### config.mk
export PLATFORM = sky130hd
export DESIGN_NAME = fetch_unit
export DESIGN_NICKNAME = d
export VERILOG_FILES = /design/src/rtl/cpu_pkg.sv /design/src/rtl/instr_decode.sv /design/src/rtl/fetch_unit.sv
export SDC_FILE = /design/constraint.sdc
export NUM_CORES = 1
export LEC_CHECK = 0
export ABC_AREA = 1
export BUFFER_PORTS_ARGS = -buffer_cell sky130_fd_sc_hd__buf_4
export CORE_AREA = 4 4 74 83
export DETAILED_ROUTE_END_ITERATION = 8
export DIE_AREA = 0 0 78 87
export GPL_TIMING_DRIVEN = 0
export SETUP_SLACK_MARGIN = 0.15
export SLEW_MARGIN = 20
export SYNTH_ARGS = -nofsm -noshare
export SYNTH_HDL_FRONTEND = slang
export SYNTH_HIERARCHICAL = 1
export SYNTH_SLANG_ARGS = --single-unit
### constraint.sdc
create_clock -name clk -period 1.3 [get_ports clk]
set_input_delay 0.325 -clock clk [delete_from_list [all_inputs] [get_ports clk]]
set_output_delay 0.325 -clock clk [all_outputs]
set_load 0.005 [all_outputs]
### src/rtl/cpu_pkg.sv
// Shared definitions for the simple processor: opcodes, instruction field positions,
// fetch FSM states and the decoded-instruction record.
package cpu_pkg;

    localparam int INSTR_W = 16;

    localparam logic [3:0] OP_MOVR = 4'b0010;
    localparam logic [3:0] OP_MOVI = 4'b0011;
    localparam logic [3:0] OP_ADD  = 4'b0100;
    localparam logic [3:0] OP_SUB  = 4'b0101;
    localparam logic [3:0] OP_JZ   = 4'b0110;
    localparam logic [3:0] OP_RL   = 4'b0111;
    localparam logic [3:0] OP_ST   = 4'b1000;
    localparam logic [3:0] OP_HALT = 4'b1111;

    // reg B shares its bits with the upper nibble of the immediate
    localparam int OP_MSB  = 15;
    localparam int OP_LSB  = 12;
    localparam int RA_MSB  = 11;
    localparam int RA_LSB  = 8;
    localparam int RB_MSB  = 7;
    localparam int RB_LSB  = 4;
    localparam int IMM_MSB = 7;
    localparam int IMM_LSB = 0;

    typedef enum logic [2:0] {
        IDLE   = 3'd0,
        FETCH  = 3'd1,
        LOAD   = 3'd2,
        ISSUE  = 3'd3,
        HALTED = 3'd4
    } state_e;

    typedef struct packed {
        logic [3:0] opcode;
        logic [3:0] reg_a;
        logic [3:0] reg_b;
        logic [7:0] imm;
        logic       is_jz;
        logic       is_halt;
    } decoded_t;

endpackage

### src/rtl/instr_decode.sv
// Combinational split of an instruction word into its fields plus the two
// opcode flags the front end and execute care about.
module instr_decode
    import cpu_pkg::*;
#(
    parameter int M = INSTR_W
) (
    input  logic [M-1:0] ir_i,
    output logic [3:0]   opcode_o,
    output logic [3:0]   reg_a_o,
    output logic [3:0]   reg_b_o,
    output logic [7:0]   imm_o,
    output logic         is_jz_o,
    output logic         is_halt_o
);

    assign opcode_o  = ir_i[OP_MSB:OP_LSB];
    assign reg_a_o   = ir_i[RA_MSB:RA_LSB];
    assign reg_b_o   = ir_i[RB_MSB:RB_LSB];
    assign imm_o     = ir_i[IMM_MSB:IMM_LSB];
    assign is_jz_o   = (ir_i[OP_MSB:OP_LSB] == OP_JZ);
    assign is_halt_o = (ir_i[OP_MSB:OP_LSB] == OP_HALT);

endmodule

### src/rtl/fetch_unit.sv
// Instruction fetch front end: reads the program ROM, holds the decoded instruction
// for execute behind a valid/ready handshake, owns the PC and stops on HALT.
module fetch_unit
    import cpu_pkg::*;
#(
    parameter int M = 16,
    parameter int N = 8
) (
    input  logic         clk,
    input  logic         rst_n,
    input  logic         start,
    output logic         rd,
    output logic [N-1:0] rom_addr,
    input  logic [M-1:0] rom_data,
    output logic         instr_valid,
    input  logic         instr_ready,
    input  logic         br_taken,
    output logic [3:0]   opcode,
    output logic [3:0]   reg_a,
    output logic [3:0]   reg_b,
    output logic [7:0]   imm,
    output logic [N-1:0] pc,
    output logic         halted
);

    state_e         state_q, state_d;
    logic [N-1:0]   pc_q, pc_d;
    decoded_t       dec_q, dec_d;
    decoded_t       rom_dec;
    logic           rd_q, valid_q, halted_q;

    // Decode straight off the ROM so the HALT check and the field capture share one decoder;
    // the captured record then plays the role of the instruction register.
    instr_decode #(.M(M)) u_decode (
        .ir_i      (rom_data),
        .opcode_o  (rom_dec.opcode),
        .reg_a_o   (rom_dec.reg_a),
        .reg_b_o   (rom_dec.reg_b),
        .imm_o     (rom_dec.imm),
        .is_jz_o   (rom_dec.is_jz),
        .is_halt_o (rom_dec.is_halt)
    );

    always_comb begin
        state_d = state_q;
        pc_d    = pc_q;
        dec_d   = dec_q;
        case (state_q)
            IDLE, HALTED: begin
                if (start) begin
                    state_d = FETCH;
                    pc_d    = '0;
                end
            end
            FETCH: state_d = LOAD;
            LOAD: begin
                dec_d   = rom_dec;
                pc_d    = pc_q + N'(1);
                state_d = rom_dec.is_halt ? HALTED : ISSUE;
            end
            ISSUE: begin
                if (instr_ready) begin
                    state_d = FETCH;
                    // a taken branch replaces the already-incremented pc
                    if (dec_q.is_jz && br_taken) pc_d = N'(dec_q.imm);
                end
            end
            default: state_d = IDLE;
        endcase
    end

    // Handshake/status outputs are flops loaded from the next state, so they never glitch.
    always_ff @(posedge clk or negedge rst_n) begin
        if (!rst_n) begin
            state_q  <= IDLE;
            pc_q     <= '0;
            dec_q    <= '0;
            rd_q     <= 1'b0;
            valid_q  <= 1'b0;
            halted_q <= 1'b0;
        end else begin
            state_q  <= state_d;
            pc_q     <= pc_d;
            dec_q    <= dec_d;
            rd_q     <= (state_d == FETCH);
            valid_q  <= (state_d == ISSUE);
            halted_q <= (state_d == HALTED);
        end
    end

    assign rd          = rd_q;
    assign rom_addr    = pc_q;
    assign pc          = pc_q;
    assign instr_valid = valid_q;
    assign halted      = halted_q;
    assign opcode      = dec_q.opcode;
    assign reg_a       = dec_q.reg_a;
    assign reg_b       = dec_q.reg_b;
    assign imm         = dec_q.imm;

endmodule

======== Word level (Yosys, flattened, before mapping) ========
Cells that the tools add are included.
word-level totals
  bits in registers ....................... 35
  input bits .............................. 21
  output and inout bits ................... 39
  word-level logic and storage cells ...... 36
cells by class
  add/sub/neg operators ................... 1
  equal/unequal tests ..................... 12
  muxes and demuxes ....................... 8
  reductions and logical operators ........ 5
operators by type and width
  kind                                                                   count
  8-bit 2-to-1 mux                                                       3
  8-bit case mux with 3 select lines                                     1
  3-bit case mux with 4 select lines                                     1
  3-bit by 2-bit equality test with 1-bit output, second input constant  3
  3-bit 2-to-1 mux                                                       3
  8-bit by 1-bit adder with 8-bit output, second input constant          1
  3-bit by 1-bit equality test with 1-bit output, second input constant  2
  3-bit equality test, second input constant                             2
  2-bit != test, second input constant                                   3
  4-bit by 3-bit equality test with 1-bit output, second input constant  1
  4-bit equality test, second input constant                             1
  4-bit AND reduction                                                    1
  3-bit zero test                                                        1
  3-bit nonzero test                                                     1
  2-bit OR reduction                                                     1
  1-bit logical AND                                                      1

======== Logic depth before layout (Yosys ltp) ========
Gate-level depths: netlist of run 1.
  depth after elaboration ................. 4
  gate-level depth with buffers ........... 8
  mapped depth without buffers ............ 8

======== Modules after synthesis ========
Netlist of run 1, hierarchy kept.
by module, submodules not included
  module        instances  cells each  area an instance (um^2)  seq. area each (um^2)
  fetch_unit    1          229         1864.3                   875.8
  instr_decode  1          27          183.9                    0.0

======== Worst setup path after synthesis of run 1 ========
Ideal clock, no wire load.
  path kind ............................... register to register
  start ................................... register pc_q[0], in the netlist pc[0]
  end ..................................... register pc_q[2], in the netlist pc[2]
  library setup time ...................... 116 ps
  arrival ................................. 1104 ps
  data required time ...................... 1184 ps
  slack ................................... 79 ps
  stages on the path, launching flop included .. 7
  path buffers ............................ 0
  cells stage by stage .................... dfrtp_1 -> ha_1 -> or2_2 -> nand3_1 -> nand2_1 -> nand2_1 -> nand2_1
between the ends
  cells in the longest elaborated chain, start to end .. 2
ends and longest elaborated chain
  element                                 RTL line          text
  from (decl)                             fetch_unit.sv:27  logic [N-1:0] pc_q, pc_d;
  from (signal assigned)                  fetch_unit.sv:83  pc_q <= pc_d;
  8-bit by 1-bit adder with 8-bit output  fetch_unit.sv:58  pc_d = pc_q + N'(1);
  8-bit case mux with 3 select lines      fetch_unit.sv:48  case (state_q)
Every way passes these cells.
A chain may end at the register's enable or synchronous reset.

======== Final worst setup path of run 1 ========
  start ................................... register pc_q[1], in the netlist pc[1]
  end ..................................... output rom_addr[1]
RTL lines
  element    RTL line          text
  to (decl)  fetch_unit.sv:13  output logic [N-1:0] rom_addr,
No word-level cell between the ends.

==> key figures, run 1 <==
Logic synthesis
  – Synth Cell Area: 0.00205 mm²
  – Synthesized flop and latch total: 35
  – Synthesis warning total: 6
  – EDFF count, synth: 0
  – Ys flop type: dfrtp_1
  – Netlist cell types: 27
  – Syn Nets: 278
  – Syn Inst Count: 256
  – Synthesized area per cell: 8.00 µm²
  – Post-synthesis sequential area ratio: 0.428
  – Asr flop ratio synth: 1.00

Floorplan
  – Die span in y: 87 µm
  – I/O pin count: 60
  – Die outline area: 0.00679 mm²
  – Std cell rows: 28
  – Starting Density: 0.387
  – Die Span X: 78 µm
  – Core area: 0.00529 mm²

Min path
  – Hold path depth: 3
  – Hold_sp: rom_data[10]
  – Worst Hold Path EP: reg_a[2]
  – Worst hold path type: in2reg

STA
  – Final setup viols: 2
  – Worst Tran Pin Value: 0.452 ns
  – RSZ-0062 raised after global routing: yes
  – Minimum clock period: 1.31 ns
  – Fin Hold WS: 0.225 ns
  – Rel. slew slack: 0.699
  – Final-report max-slew violation count: 0
  – Hold Fails Final Rpt: 0
  – Fmax: 0.761 GHz
  – Setup slack after layout: -0.0145 ns
  – Crit share post-route: 1.01
  – Fin Clk Skew: 0.00891 ns

Power
  – Clock Power Share: 0.089
  – Sequential power share: 0.246
  – Net switching power: 0.00320 W
  – Net Sw Frac: 0.377
  – Power per cell area: 2510 mW/mm²
  – Leakage: 1.70 nW
  – Pint: 0.00529 W
  – Combinational Power Share: 0.665
  – Maximum vdd drop: 1400 µV

Placed design
  – Placed insts: 378
  – GPL Wtd Cong: 0.751
  – Port bufs: 47
  – Hpwl dp: 3220 µm

CTS
  – H-tree Lvls: 2
  – Root buffer cell: clkbuf_8
  – Total CTS buffers: 5
  – Worst skew pair latency: 0.30 ns
  – Maximum clock path buffer count: 2
  – CTS Sinks: 35
  – Clock Pin Slew Worst Setup and Hold Paths: 0.07 ns
  – CTS tree: built

Outcome
  – Violated checks: setup timing
  – Outcome: finished with violations

Setup path
  – CP arrival: 0.99 ns
  – Slowest CP cell: dfrtp_2
  – Reg2reg end: pc[4]
  – Worst path max stage delay: 0.46 ns
  – Worst-path fanout max: 5
  – Reg2reg start: state_q[0]
  – Worst R2R Setup Slack: 0.05 ns
  – Delay-heaviest family, CP: flip-flops
  – WS Path Type: reg2out
  – Buf+Inv Stages, Crit Path: 2
  – CP endpoint kind: output port
  – CP cell instances: buf_6, buf_6
  – Reg2Reg Depth: 7
  – CP dominant cell by count: buf_6
  – Crit start category: register
  – CP Data Required Time: 0.98 ns

Layout
  – Register area: 887 µm²
  – Area of the multi-input gates: 931 µm²
  – Number of diodes: 0
  – Share of post-route cells with drive strength above 1: 0.635
  – Final core utilization: 0.641
  – Nets: 365
  – Filler cells: 444
  – Area growth syn-to-layout: 65.5%
  – Non-filler instance count after layout: 417

Global routing
  – Largest net degree at the start of global routing: 36
  – Overall Global Routing Usage: 0.154
  – Initial antenna violation count: 0
  – Total grt overflow: 0
  – Vias in the first global route: 1763
  – First-pass GRT wire length: 8130 µm

Detailed routing
  – Final ANT Viol Nets: 0
  – Vias/cell: 4.35
  – 1st-iter DRT viols: 52
  – WL final: 5150 µm
  – Pre-antenna DRT Iters: 4
  – DRC errors left: 0
  – Wirelength per Cell: 12.3 µm
  – Vias: 1812

Job
  – Max_cap viols: 0
==> worst register-to-register path: stages (launching register included) <==
cell	delay (ns)
dfrtp_2	0.47
buf_6	0.15
nor2_4	0.17
buf_4	0.15
nand3_1	0.07
nand2_1	0.06
nand2_1	0.06
o21ai_2	0.05
==> layer usage <==
layer  global-route usage  vias up  share of wire
met5                    0        -              0
met4               0.0604        0          0.022
met3               0.0497       12          0.052
met2                0.269       45           0.52
met1                0.175      844           0.40
li1                     -      911              -
==> cells by family after synthesis <==
group,after synthesis,synth area share
flip-flops,35,0.428
AND/OR/NAND/NOR,130,0.283
adder cells (fa/ha/maj),1,0.00611
AO/OA/AOI/OAI,17,0.0538
buffers and inverters,73,0.229
==> repair_timing <==
item	4_1_cts	5_1_grt
endpoints found under the setup margin	66	69
gates cloned	1	2
endpoints found under the hold margin	30	0
hold buffers	1	0
resized for setup	101	54
pin swaps	7	21
setup buffers	22	7
==> how the worst max path moves through the flow <==
stage / to / startpoint / cells past startpoint / slack (ns)
after floorplan: pc[4] / pc[0] / 8 / 0.14
after global placement: pc[4] / pc[1] / 8 / 0.03
after detailed placement: pc[4] / pc[0] / 8 / 0.008
after CTS: rom_addr[1] / pc[1] / 2 / 0.001
after global routing: pc[6] / state_q[0] / 5 / -0.06
final: rom_addr[1] / pc[1] / 2 / -0.01
==> cells in the final DEF, fill, tap and decap left out, drive strengths merged <==
| master | count |
|---|---|
| ha | 1 |
| dlygate4sd3 | 1 |
| nor2 | 24 |
| or2 | 1 |
| nand2 | 93 |
| o21ai | 9 |
| a22oi | 2 |
| o211ai | 1 |
| clkbuf | 6 |
| inv | 20 |
| o21bai | 1 |
| nand3 | 12 |
| dfrtp | 35 |
| clkinvlp | 1 |
| nand4 | 1 |
| buf | 130 |
| a21oi | 4 |
==> per-stage QoR <==
step | setup slack, ns | TNS (ns) | instance area [µm²] | total power, W
6_report | -0.0145 | -0.0247 | 3390 | 0.00849
3_3_place_gp | 0.0301 | 0 | 2510 | 0.00540
2_1_floorplan | 0.135 | 0 | 2060 | 0.00415
4_1_cts | 0.00101 | 0 | 3120 | 0.00774
5_1_grt | -0.0614 | -0.343 | 3390 | 0.00910
3_5_place_dp | 0.00759 | 0 | 2510 | 0.00547
==> state kept, by name, indices dropped and copies added (netlist names) <==
name and count:
dec_q 1, halted 1, imm 8, instr_valid 1
opcode 4, pc 8, rd 1, reg_a 4
reg_b 4, state_q 3
==> layout make-up <==
class | count | area share
clock inverter | 1 | 0.00221
timing repair buffer | 79 | 0.235
inverter | 20 | 0.0244
multi-input combinational | 149 | 0.275
buffer | 53 | 0.154
clock buffer | 5 | 0.0203
sequential | 35 | 0.262
tap | 75 | 0.0277
==> synth_stat cells, types with 2 or more instances <==
master	number	area, µm²
inv_1	17	63.8
dfrtp_1	35	876
nor2_2	6	37.5
buf_4	48	360
a21oi_2	3	26.3
nand2_2	4	25.0
nand3_1	12	60.1
buf_2	4	20.0
inv_2	2	7.51
nand2_1	86	323
nor2_1	16	60.1
o21ai_0	7	35.0
a22oi_1	2	15.0
==> power by group through the flow <==
stage                     logic, W  clock network (W)  registers [W]
after detailed placement   0.00341                  0        0.00205
after floorplan            0.00219                  0        0.00196
after global placement     0.00335                  0        0.00205
after CTS                  0.00493           0.000772        0.00204
after global routing       0.00612           0.000817        0.00216
final                      0.00565           0.000752        0.00209
No activity file was read; power rests on OpenSTA's default activity.
==> run 2, diff against run 1 <==
- REMOVE_ABC_BUFFERS: unset -> 1
- TNS_END_PERCENT: unset -> 20
==> run 2 against run 1 <==
- combinational power down 22%
- largest cell class is now multi-input gates
- non-clock buffer count is 47 lower
- global-route usage is 0.57 points lower
- utilization fell by 8.7 points
- critical endpoint is now pc[3]
- die area is the same
- largest power group unchanged
- design area shrank 14%
- maximum frequency increased by 5.9%
- highest routed layer unchanged
- power is 11% lower
- worst setup slack gained 0.074 ns
- first-iteration DRC count increased by 48%
- register-to-register slack is essentially flat
- the flow finishes with violations (hold timing)
==> key figures, run 2 (synthesis gave the netlist of run 1 again) <==
Layout
  – Number of diodes: 0 (unchanged)
  – Commonest non-fill, non-tap cells in the layout: nand2_1 (57), buf_4 (44), buf_6 (36)
  – Share of post-route cells with drive strength above 1: 0.565 (-0.0693)
  – Most common cell after layout, fill and taps aside: nand2_1
  – Filler cells: 490 (+10%)
  – Area growth syn-to-layout: 43.0%
  – Nets: 320 (-12%)

CTS
  – Root buffer cell: clkbuf_8
  – Total CTS buffers: 5 (unchanged)
  – Clock Pin Slew Worst Setup and Hold Paths: 0.07 ns (about the same)
  – CTS tree: built
  – CTS Hold Bufs: 0 (-1)
  – CTS Sinks: 35 (unchanged)
  – Worst skew pair latency: 0.28 ns (-0.02 ns)
  – H-tree Lvls: 2 (unchanged)
  – Maximum clock path buffer count: 2 (unchanged)

Detailed routing
  – Vias: 1671 (-7.8%)
  – WL final: 4940 µm (-4.0%)
  – Vias/cell: 4.47 (+2.8%)
  – DRC errors left: 0 (unchanged)
  – Wirelength per Cell: 13.2 µm (+7.1%)
  – Final ANT Viol Nets: 0 (unchanged)
  – Pre-antenna DRT Iters: 4 (unchanged)
  – 1st-iter DRT viols: 77 (+48%)

Power
  – Maximum vdd drop: 1010 µV (-28%)
  – Power per cell area: 2570 mW/mm² (+2.6%)
  – Leakage: 1.47 nW (-14%)
  – Total chip power: 0.00753 W (-11%)

Global routing
  – Overall Global Routing Usage: 0.149 (-0.00567)
  – Grt met1 use: 0.191 (+0.0157)
  – Routing usage on met3: 0.0352 (-0.0145)
  – First-pass GRT wire length: 7850 µm (-3.4%)
  – Vias in the first global route: 1654 (-6.2%)
  – Largest net degree at the start of global routing: 36 (unchanged)
  – Busiest grt layer: met2
  – Met2 global-route usage: 0.245 (-0.0249)
  – Total grt overflow: 0 (unchanged)
  – Initial antenna violation count: 0 (unchanged)

Setup path
  – CP Data Required Time: 1.47 ns (+0.49 ns)
  – CP arrival: 1.41 ns (+0.42 ns)
  – CP endpoint kind: register
  – Crit start category: register
  – Worst-path fanout max: 7 (+2)
  – WS Path Type: reg2reg

Floorplan
  – Core area: 0.00529 mm² (unchanged)
  – Std cell rows: 28 (unchanged)
  – Die outline area: 0.00679 mm² (unchanged)
  – Die Span X: 78 µm (unchanged)
  – Starting Density: 0.387 (unchanged)
  – Die span in y: 87 µm (unchanged)
  – I/O pin count: 60 (unchanged)

STA
  – Final-report max-slew violation count: 0 (unchanged)
  – Hold Fails Final Rpt: 8 (+8)
  – Fin Clk Skew: 0.00499 ns (-0.00392 ns)
  – Rel. slew slack: 0.688 (-0.0106)
  – Fmax: 0.806 GHz (+5.9%)
  – Worst Tran Pin Value: 0.467 ns (+0.0158 ns)
  – Final setup viols: 0 (-2)
  – Fin Hold WS: -0.00513 ns (-0.230 ns)
  – Minimum clock period: 1.24 ns (-0.0737 ns)
  – Crit share post-route: 0.955 (-0.0567)
  – RSZ-0062 raised after global routing: yes
  – Setup slack after layout: 0.0591 ns (+0.0737 ns)

Placed design
  – DP Worst Slack: -0.540 ns (-0.547 ns)
  – Hpwl dp: 2880 µm (-11%)
  – GPL Wtd Cong: 0.760 (+1.2%)
  – Port bufs: 59 (+26%)

Min path
  – Worst hold path type: in2async

Outcome
  – Violated checks: hold timing
  – Outcome: finished with violations

Job
  – Max_cap viols: 0 (unchanged)
-- run 2: cell types whose count changed in the layout (fill, tap and decap cells not counted), sizes merged --
cell and delta:
nand2 +1, nor2 +1, clkinvlp -1, bufinv +1, dlygate4sd3 -1, clkinv +1, buf -45
-- run 2: power breakdown --
group	leakage [nW]	switching, W	total, W	internal, W
registers	0.429	0.000496	0.00210	0.00161
logic	0.978	0.00206	0.00441	0.00235
clock network	0.0612	0.000387	0.00101	0.000620
-- run 2: per-layer routing --
| layer | vias to the layer above | wire length, µm |
|---|---|---|
| li1 | 822 | - |
| met2 | 47 | 2540 |
| met1 | 796 | 2030 |
| met3 | 6 | 317 |
| met4 | 0 | 65 |
| met5 | - | 0 |
-- run 2: path summary, 6_finish.rpt --
check                       startpoint    endpoint  slack, ns  depth (start not counted)
hold reg to reg               dec_q[1]    dec_q[1]       0.50                          2
setup / recovery            state_q[1]       pc[3]       0.06                          7
setup reg to reg            state_q[1]       pc[3]       0.06                          7
max in group asynchronous        rst_n  state_q[0]       0.95                          1
min in group clk           rom_data[9]    reg_a[1]       0.23                          3
hold / removal                   rst_n   opcode[0]     -0.005                          1
-- run 2: timing repair --
| action | in CTS | in global routing |
|---|---|---|
| resized for setup | 34 | 78 |
| pin swaps | 11 | 19 |
| setup endpoints to repair | 57 | 69 |
| gates cloned | 4 | 0 |
| buffers inserted | 22 | 3 |
| hold endpoints to repair | 0 | 0 |
-- run 2: through the flow --
step | cells | instance area, µm² | setup TNS, ns | utilization
2_1_floorplan | 203 | 1660 | -0.419 | -
3_3_place_gp | 337 | 2190 | -8.45 | 0.415
3_5_place_dp | 337 | 2190 | -9.00 | 0.415
4_1_cts | 371 | 2650 | 0 | 0.501
5_1_grt | 374 | 2930 | -0.0348 | 0.554
6_report | 374 | 2930 | 0 | 0.554
-- run 2: critical path, cell delays in order (launching register included) --
cell and delay [ns]:
dfrtp_2 0.45, nand2_2 0.12, nor2_8 0.18, nand2_4 0.11, nand2_8 0.10, inv_6 0.05, nor2_2 0.09, a21oi_2 0.04
-- run 2: layout make-up --
| cell class | count | area [µm²] | share of cell area |
|---|---|---|---|
| clock buffers | 6 | 82.6 | 0.0282 |
| clock inverters | 2 | 35.0 | 0.0120 |
| inverters | 20 | 80.1 | 0.0273 |
| multi-input cells | 151 | 910 | 0.311 |
| flip-flops and latches | 35 | 885 | 0.302 |
| well taps | 75 | 93.8 | 0.0320 |
| repair buffers | 85 | 843 | 0.288 |
